File: config.mk
export PLATFORM = sky130hd
export DESIGN_NAME = seg7_scan_scheduler
export DESIGN_NICKNAME = d
export VERILOG_FILES = /design/src/rtl/seg7_scan_scheduler.sv
export SDC_FILE = /design/constraint.sdc
export NUM_CORES = 1
export LEC_CHECK = 0
export ABC_AREA = 1
export CORE_MARGIN = 10
export CORE_UTILIZATION = 56
export CTS_CLUSTER_SIZE = 24
export DETAILED_ROUTE_END_ITERATION = 6
export PLACE_DENSITY = 0.85
export SLEW_MARGIN = 20
export SYNTH_ARGS = -nofsm -noshare
export SYNTH_HDL_FRONTEND = slang
export SYNTH_SLANG_ARGS = --single-unit
File: constraint.sdc
create_clock -name CLK -period 2.37 [get_ports CLK]
set_input_delay 0.474 -clock CLK [delete_from_list [all_inputs] [get_ports CLK]]
set_output_delay 0.474 -clock CLK [all_outputs]
set_load 0.01 [all_outputs]
File: src/rtl/seg7_scan_scheduler.sv
// rtl/seg7_scan_scheduler.sv - 4-digit 7-segment scan scheduler with frame-aligned shadow registers
module seg7_scan_scheduler #(
    parameter  int REFRESH_DIV = 100000,
    localparam int CNT_W       = (REFRESH_DIV > 1) ? $clog2(REFRESH_DIV) : 1
) (
    input  logic        CLK,
    input  logic        RESETN,
    input  logic [15:0] VALUE_IN,
    input  logic [3:0]  DOT_IN,
    input  logic [3:0]  DIGIT_EN_IN,
    input  logic        LOAD_IN,
    output logic [1:0]  SEG_SELECT_OUT,
    output logic [3:0]  BIN_OUT,
    output logic        DOT_OUT,
    output logic        BLANK_OUT,
    output logic        FRAME_DONE_OUT
);

    localparam logic [CNT_W-1:0] CNT_LAST = CNT_W'(REFRESH_DIV - 1);

    logic [CNT_W-1:0] cnt;
    logic             tick;

    logic [1:0]  ptr;
    logic [15:0] act_val;
    logic [3:0]  act_dot;
    logic [3:0]  act_en;

    logic [15:0] pend_val;
    logic [3:0]  pend_dot;
    logic [3:0]  pend_en;
    logic        pend_flag;

    logic        has_higher;
    logic [1:0]  higher_idx;
    logic        boundary;
    logic        transfer;
    logic [15:0] new_val;
    logic [3:0]  new_dot;
    logic [3:0]  new_en;
    logic [1:0]  lowest_idx;
    logic [1:0]  ptr_nxt;

    assign tick = (cnt == CNT_LAST);

    // Prescaler: one tick per digit slot.
    always_ff @(posedge CLK or negedge RESETN) begin
        if (!RESETN) begin
            cnt <= '0;
        end else if (tick) begin
            cnt <= '0;
        end else begin
            cnt <= cnt + 1'b1;
        end
    end

    // Next enabled index above ptr in the currently active mask (ascending scan).
    always_comb begin
        has_higher = 1'b0;
        higher_idx = ptr;
        for (int i = 3; i >= 0; i--) begin
            if ((i > int'(ptr)) && act_en[i]) begin
                has_higher = 1'b1;
                higher_idx = 2'(i);
            end
        end
    end

    // A frame ends on the tick where nothing enabled remains to the left of ptr.
    always_comb begin
        boundary = tick && !has_higher;
        transfer = boundary && pend_flag;
        new_val  = transfer ? pend_val : act_val;
        new_dot  = transfer ? pend_dot : act_dot;
        new_en   = transfer ? pend_en  : act_en;
    end

    // Lowest enabled index of the mask that governs the next frame.
    always_comb begin
        lowest_idx = ptr;
        for (int i = 3; i >= 0; i--) begin
            if (new_en[i]) begin
                lowest_idx = 2'(i);
            end
        end
    end

    // Pointer update: restart at the boundary, advance on other ticks, else hold.
    always_comb begin
        ptr_nxt = ptr;
        if (boundary) begin
            if (new_en != 4'h0) begin
                ptr_nxt = lowest_idx;
            end
        end else if (tick) begin
            ptr_nxt = higher_idx;
        end
    end

    // Pointer and active (displayed) content; content only changes at a boundary.
    always_ff @(posedge CLK or negedge RESETN) begin
        if (!RESETN) begin
            ptr     <= 2'd0;
            act_val <= 16'h0000;
            act_dot <= 4'h0;
            act_en  <= 4'hF;
        end else begin
            ptr     <= ptr_nxt;
            act_val <= new_val;
            act_dot <= new_dot;
            act_en  <= new_en;
        end
    end

    // Shadow registers: a load taken on a boundary cycle survives for the next frame.
    always_ff @(posedge CLK or negedge RESETN) begin
        if (!RESETN) begin
            pend_val  <= 16'h0000;
            pend_dot  <= 4'h0;
            pend_en   <= 4'hF;
            pend_flag <= 1'b0;
        end else if (LOAD_IN) begin
            pend_val  <= VALUE_IN;
            pend_dot  <= DOT_IN;
            pend_en   <= DIGIT_EN_IN;
            pend_flag <= 1'b1;
        end else if (boundary) begin
            pend_flag <= 1'b0;
        end
    end

    // Registered decoder drive, computed from the post-edge pointer and content.
    always_ff @(posedge CLK or negedge RESETN) begin
        if (!RESETN) begin
            SEG_SELECT_OUT <= 2'd0;
            BIN_OUT        <= 4'h0;
            DOT_OUT        <= 1'b0;
            BLANK_OUT      <= 1'b0;
            FRAME_DONE_OUT <= 1'b0;
        end else begin
            SEG_SELECT_OUT <= ptr_nxt;
            BIN_OUT        <= new_val[{ptr_nxt, 2'b00} +: 4];
            DOT_OUT        <= new_dot[ptr_nxt];
            BLANK_OUT      <= (new_en == 4'h0);
            FRAME_DONE_OUT <= boundary;
        end
    end

endmodule

==> run summary, run 1 <==
run status = complete, no violations
Final period util = 90.94%
final hold vios = 0
DP Wirelength = 5282 µm
DRC = 0
WL met1 = 3273 µm
mux contribution to synthesized area = 0%
kind of cell adding the most delay to the critical path = simple AND/OR/NAND/NOR gates
worst path required time = 2.66 ns
post-route setup slack = 0.2147 ns
post-synthesis register bit count = 75
Power Total = 2446 µW
DP Area = 3905 µm²
worst-path fanout max = 34
vias = 2787
R2R setup slack = 0.21 ns
vias per inst = 5.152
Total Routing Usage GR = 15.46%
PwrDens = 589.6 nW/µm²
Worst Setup Start Kind = register
Buffers on Ports = 35
synthesized area = 3436 µm²
DR pass1 iterations = 5
Synth Area in Simple Gates = 24.87%
Final Setup Violations = 0
GPL Wtd Cong = 0.8602
syn_nets = 444
cell chain of the critical path = inv_1 > nor3_4 > nor2_8 > nand4_2 > buf_4 > buf_4 > nand2_1 > o21ai_1 > inv_1 > nand3_1 > nand3_1 > nand2_1
number of global-route vias before repair = 2795
most common cell after layout, fill and taps aside = nand2_1
CTS Buf Count = 9
worst r2r src = act_en[1]
wire per inst = 13.49 µm
CTS Hold Bufs = 0
die footprint = 9669 µm²
Setup CP Type = register to register
Hold WS = 0.04935 ns
clk root buf = clkbuf_8
uppermost layer routed = met4
MaxCap Viol Count = 0
initial antenna violation count = 0
Clock Skews = 0.01017 ns
Syn Area/Cell = 8.259 µm²
pin count of the biggest net entering global routing = 47
largest family of logic cells by synthesized area = simple AND/OR/NAND/NOR gates
num rows = 28
Detailed Route WL = 7296 µm
global-route wire length before repair = 12640 µm
Die W = 98.33 µm
Initial DRC Count = 201
Pins Over Slew Limit = 0
clock net sink count = 75
Clock transition at path regs = 0.08 ns
Core Region = 5956 µm²
Hold WC Path Type = primary input to asynchronous set/reset pin
Worst Path Arrival = 2.44 ns
Crit. Startpoint = act_en[1]
Crit path buffers/inverters = 4
CTS Buffer Depth = 2
Worst-Skew Late Latency = 0.35 ns
chip height = 98.33 µm
pre-CTS WS = 0.06703 ns
Compound-Gate Fraction of Synth Area = 8.958%
Synth Area in Adders = 0.3642%
Fmax = 464.0 MHz
H-tree depth = 3
diode count = 0
grt ovf = 0
Crit path largest cell delay = 0.53 ns
Nets = 489
number of distinct library cells after synthesis = 35
fin util = 69.64%
Top Ports = 36
synthesis-to-layout area growth = 20.72%
# fillers = 453
share of cells above drive strength 1 = 14.16%
critical path endpoint category = register
ANT nets after route = 0
CTS tree = yes
yosys warns = 0
fin area = 4148 µm²
most frequent cells in the layout = nand2_1, dfrtp_1, inv_1, clkdlybuf4s50_1, nand3_1
Crit-path slowest cell = dfstp_2
Leak Pwr = 0.002067 µW
Cells after Synth = 416
Peak VDD IR = 0.4644 mV
worst relative slew slack = 72.21%
Seq/Total Area, Yosys = 54.92%
Post-Synth XOR/XNOR Area = 1.020%
fin crit period = 2.155 ns
met2 wire length = 3621 µm
Initial Utilization = 57.69%
Worst Tran Pin Value = 0.4169 ns
Met3 Routed Length = 308 µm
## final timing paths
check / cells past startpoint / to
hold / removal: 1 / cnt[11]
hold reg to reg: 2 / pend_en[0]
min in group CLK: 2 / pend_en[0]
max in group asynchronous: 2 / act_en[3]
setup reg to reg: 12 / BIN_OUT[2]
setup / recovery: 12 / BIN_OUT[2]
## power by group
part           internal [µW]  total [µW]  switching (µW)
sequential              1320        1330            12.1
clock                    515         986             472
combinational           58.1         127            69.1
## cell type report
| class | count | area, µm² | share of cell area, % |
|---|---|---|---|
| sequential | 75 | 1889 | 45.55 |
| multi-input combinational | 254 | 1247 | 30.08 |
| timing repair buffer | 44 | 425.4 | 10.26 |
| inverter | 77 | 289.0 | 6.968 |
| clock buffer | 10 | 137.6 | 3.318 |
| tap | 75 | 93.84 | 2.262 |
| clock inverter | 6 | 65.06 | 1.569 |
## cells in the mapped netlist
master	instances	area share [%]
o21ai_1	15	2.2
nor3_1	5	0.73
xor2_1	4	1.0
inv_1	62	6.8
and3_1	2	0.36
o41ai_1	1	0.25
nor2_4	1	0.33
clkbuf_1	5	0.55
dfrtp_1	67	49
nor2_8	1	0.58
o21a_1	1	0.22
nor4_1	1	0.18
nor2_2	3	0.55
nand4_1	5	0.91
nand3_1	32	4.7
a221oi_1	1	0.25
nor2_1	22	2.4
nand3_2	1	0.29
ha_1	1	0.36
inv_2	13	1.4
a31oi_1	1	0.18
a211oi_1	1	0.22
clkinv_1	2	0.22
nand3b_1	2	0.44
dfstp_2	8	6.1
o211a_1	1	0.29
nor3_2	1	0.29
o21ai_0	29	4.2
nand2_1	112	12
buf_2	4	0.58
o221ai_1	1	0.25
nand4_2	1	0.36
nand2_2	3	0.55
buf_6	1	0.33
a21oi_1	6	0.87
## layer usage
metal	global-route usage, %	vias to the layer above
met2	25.37	78
met5	0	-
met3	3.101	12
li1	-	1393
met1	19.33	1304
met4	6.505	0
## sequential cells by signal, summed over array words and instances, names as in the netlist
name and count:
cnt 17, act_val 16, pend_val 16, BIN_OUT 4, act_dot 4, act_en 4, pend_dot 4, pend_en 4
SEG_SELECT_OUT 2, BLANK_OUT 1, DOT_OUT 1, FRAME_DONE_OUT 1, pend_flag 1
## through the flow
| step | std cells | setup TNS [ns] |
|---|---|---|
| 2_1_floorplan | 416 | 0 |
| 3_3_place_gp | 525 | 0 |
| 3_5_place_dp | 525 | 0 |
| 4_1_cts | 541 | 0 |
| 5_1_grt | 541 | -0.004435 |
| 6_report | 541 | 0 |
## logic make-up after synthesis
family          Yosys count
compound gates           57
buf+inv                  87
fa+ha+maj                 1
flops                    75
simple gates            192
xor+xnor                  4
## what timing repair did
item                                   in CTS  in global routing
endpoints found under the hold margin       0                  0
setup endpoints to repair                   0                  7
gates resized for setup                     0                 11
buffers inserted                            0                  0
Note: power is estimated with default switching activity, not from simulation.
==> run 2, diff against run 1 <==
--- a/config.mk
+++ b/config.mk
@@ -7,10 +7,11 @@
 export LEC_CHECK = 0
 export ABC_AREA = 1
 export CORE_MARGIN = 10
-export CORE_UTILIZATION = 56
+export CORE_UTILIZATION = 50
 export CTS_CLUSTER_SIZE = 24
 export DETAILED_ROUTE_END_ITERATION = 6
-export PLACE_DENSITY = 0.85
+export PLACE_DENSITY = 0.78
+export RECOVER_POWER = 100
 export SLEW_MARGIN = 20
 export SYNTH_ARGS = -nofsm -noshare
 export SYNTH_HDL_FRONTEND = slang
==> run summary, run 2 (synthesized netlist as in run 1, its figures left out) <==
run status = complete, but fails checks
failing checks = max-capacitance violations, max-slew violations
Fin Setup TNS = 0 ns
Clock transition at path regs = 0.08 ns
die footprint = 10590 µm²
fin crit period = 2.199 ns
Worst Setup Start Kind = register
Initial DRC Count = 107
R2R setup slack = 0.17 ns
GPL Wtd Cong = 0.8830
Nets = 491
Top cell by count, worst path = nand2_1
Leak Pwr = 0.002061 µW
clock net sink count = 75
worst-path fanout max = 11
Top Ports = 36
global-route wire length before repair = 12480 µm
worst relative slew slack = -22.25%
Final period util = 92.77%
PwrDens = 568.5 nW/µm²
RR Endpoint = DOT_OUT
Worst Hold End = cnt[0]
Worst Tran Pin Value = 1.834 ns
kind of cell adding the most delay to the critical path = simple AND/OR/NAND/NOR gates
Clock Skews = 0.009113 ns
worst hold path startpoint = cnt[0]
DRC = 0
wire per inst = 13.35 µm
Biggest register = cnt
most frequent cells in the layout = nand2_1, dfrtp_1, inv_1, clkdlybuf4s50_1, nand3_1
hold path depth = 1
vias = 2763
Pins Over Slew Limit = 76
Fmax = 454.8 MHz
number of global-route vias before repair = 2798
Worst-Skew Late Latency = 0.35 ns
num rows = 30
synthesis-to-layout area growth = 21.56%
Buffers on Ports = 35
Die W = 102.9 µm
Total Routing Usage GR = 14.79%
Peak VDD IR = 0.3721 mV
DR pass1 iterations = 5
initial antenna violation count = 0
share of cells above drive strength 1 = 14.96%
Crit-path slowest cell = dfrtp_1
Worst Path Arrival = 2.48 ns
DP Wirelength = 5191 µm
worst r2r path cells = 15
most common cell after layout, fill and taps aside = nand2_1
H-tree depth = 3
diode count = 0
final hold vios = 0
Initial Utilization = 51.14%
Crit path buffers/inverters = 1
worst path required time = 2.65 ns
Detailed Route WL = 7316 µm
chip height = 102.9 µm
Final Setup Violations = 0
clk root buf = clkbuf_8
ANT nets after route = 0
Hold WC Path Type = register to register
CTS Buf Count = 9
Setup CP Type = register to register
pin count of the biggest net entering global routing = 76
CTS tree = yes
vias per inst = 5.042
max FFs per register = 17
worst r2r src = cnt[1]
Crit path largest cell delay = 0.39 ns
critical path endpoint category = register
CTS Buffer Depth = 2
cell chain of the critical path = ha_2 > nand3_4 > inv_4 > nand3_1 > nor2_4 > nand4_1 > nand2_1 > nor2_2 > nand2_1 > nand2_1 > nand2_1 > nand2_4 > nand2_1 > nand3_1 > nand2_1
grt ovf = 0
Crit. Startpoint = cnt[1]
top flop regs = cnt: 17 flops, act_val: 16 flops, pend_val: 16 flops
MaxCap Viol Count = 1
Core Region = 6719 µm²
Hold WS = 0.4642 ns
-- run 2: cell types whose count changed in the layout (fill, tap and decap cells not counted), sizes merged --
cell | before | now
bufinv | 1 | 0
dlygate4sd3 | 0 | 1
clkinv | 6 | 2
clkinvlp | 1 | 3
clkdlybuf4s50 | 34 | 33
clkbuf | 10 | 13
inv | 75 | 77
-- run 2: report_power, final --
group	total [µW]	internal [µW]	switching (µW)
sequential	1330	1320	12.4
clock	920	439	481
combinational	122	53.2	69.0
total	2370	1810	562
-- run 2: worst register-to-register path: cells and delay by family, from the launching register on --
family,cells,cell delay (ns)
buf+inv,1,0.11
flops,1,0.39
simple gates,13,1.41
fa+ha+maj,1,0.23
-- run 2: how the worst max path moves through the flow --
stage / to / cells after the start / slack [ns]
2_1_floorplan: BIN_OUT[0] / 14 / 0.40
3_3_place_gp: BIN_OUT[2] / 14 / 0.04
3_5_place_dp: DOT_OUT / 14 / 0.04
4_1_cts: BIN_OUT[1] / 15 / 0.001
5_1_grt: DOT_OUT / 14 / -0.03
6_report: DOT_OUT / 15 / 0.17
-- run 2: layer usage --
layer	GRT usage (%)	vias to the layer above	part of all wire, %
met3	2.748	9	3.1
met4	6.310	0	1.4
met5	0	-	0
met2	24.72	45	50
met1	18.28	1316	45
li1	-	1393	-
-- run 2: layout make-up --
class	count	area, µm²
fill	579	2542
sequential	75	1889
multi-input combinational	254	1276
timing repair buffer	46	431.7
inverter	77	291.5
clock buffer	11	151.4
tap	80	100.1
clock inverter	5	36.28
-- run 2: timing repair --
action / CTS / global route
resized for setup: 0 / 19
setup endpoints to repair: 0 / 7
buffers inserted: 0 / 5
hold buffers: 0 / 0
-- run 2: per-stage QoR --
step,utilization (%),cell area [µm²],setup WS (ns),total power [µW],cells
global route,62.16,4177,-0.02648,2482,548
floorplan,-,3436,0.4037,1400,416
detailed placement,57.73,3879,0.03715,1484,527
finish,62.16,4177,0.1713,2375,548
global placement,57.73,3879,0.03615,1478,527
CTS,60.52,4066,0.001056,2397,543
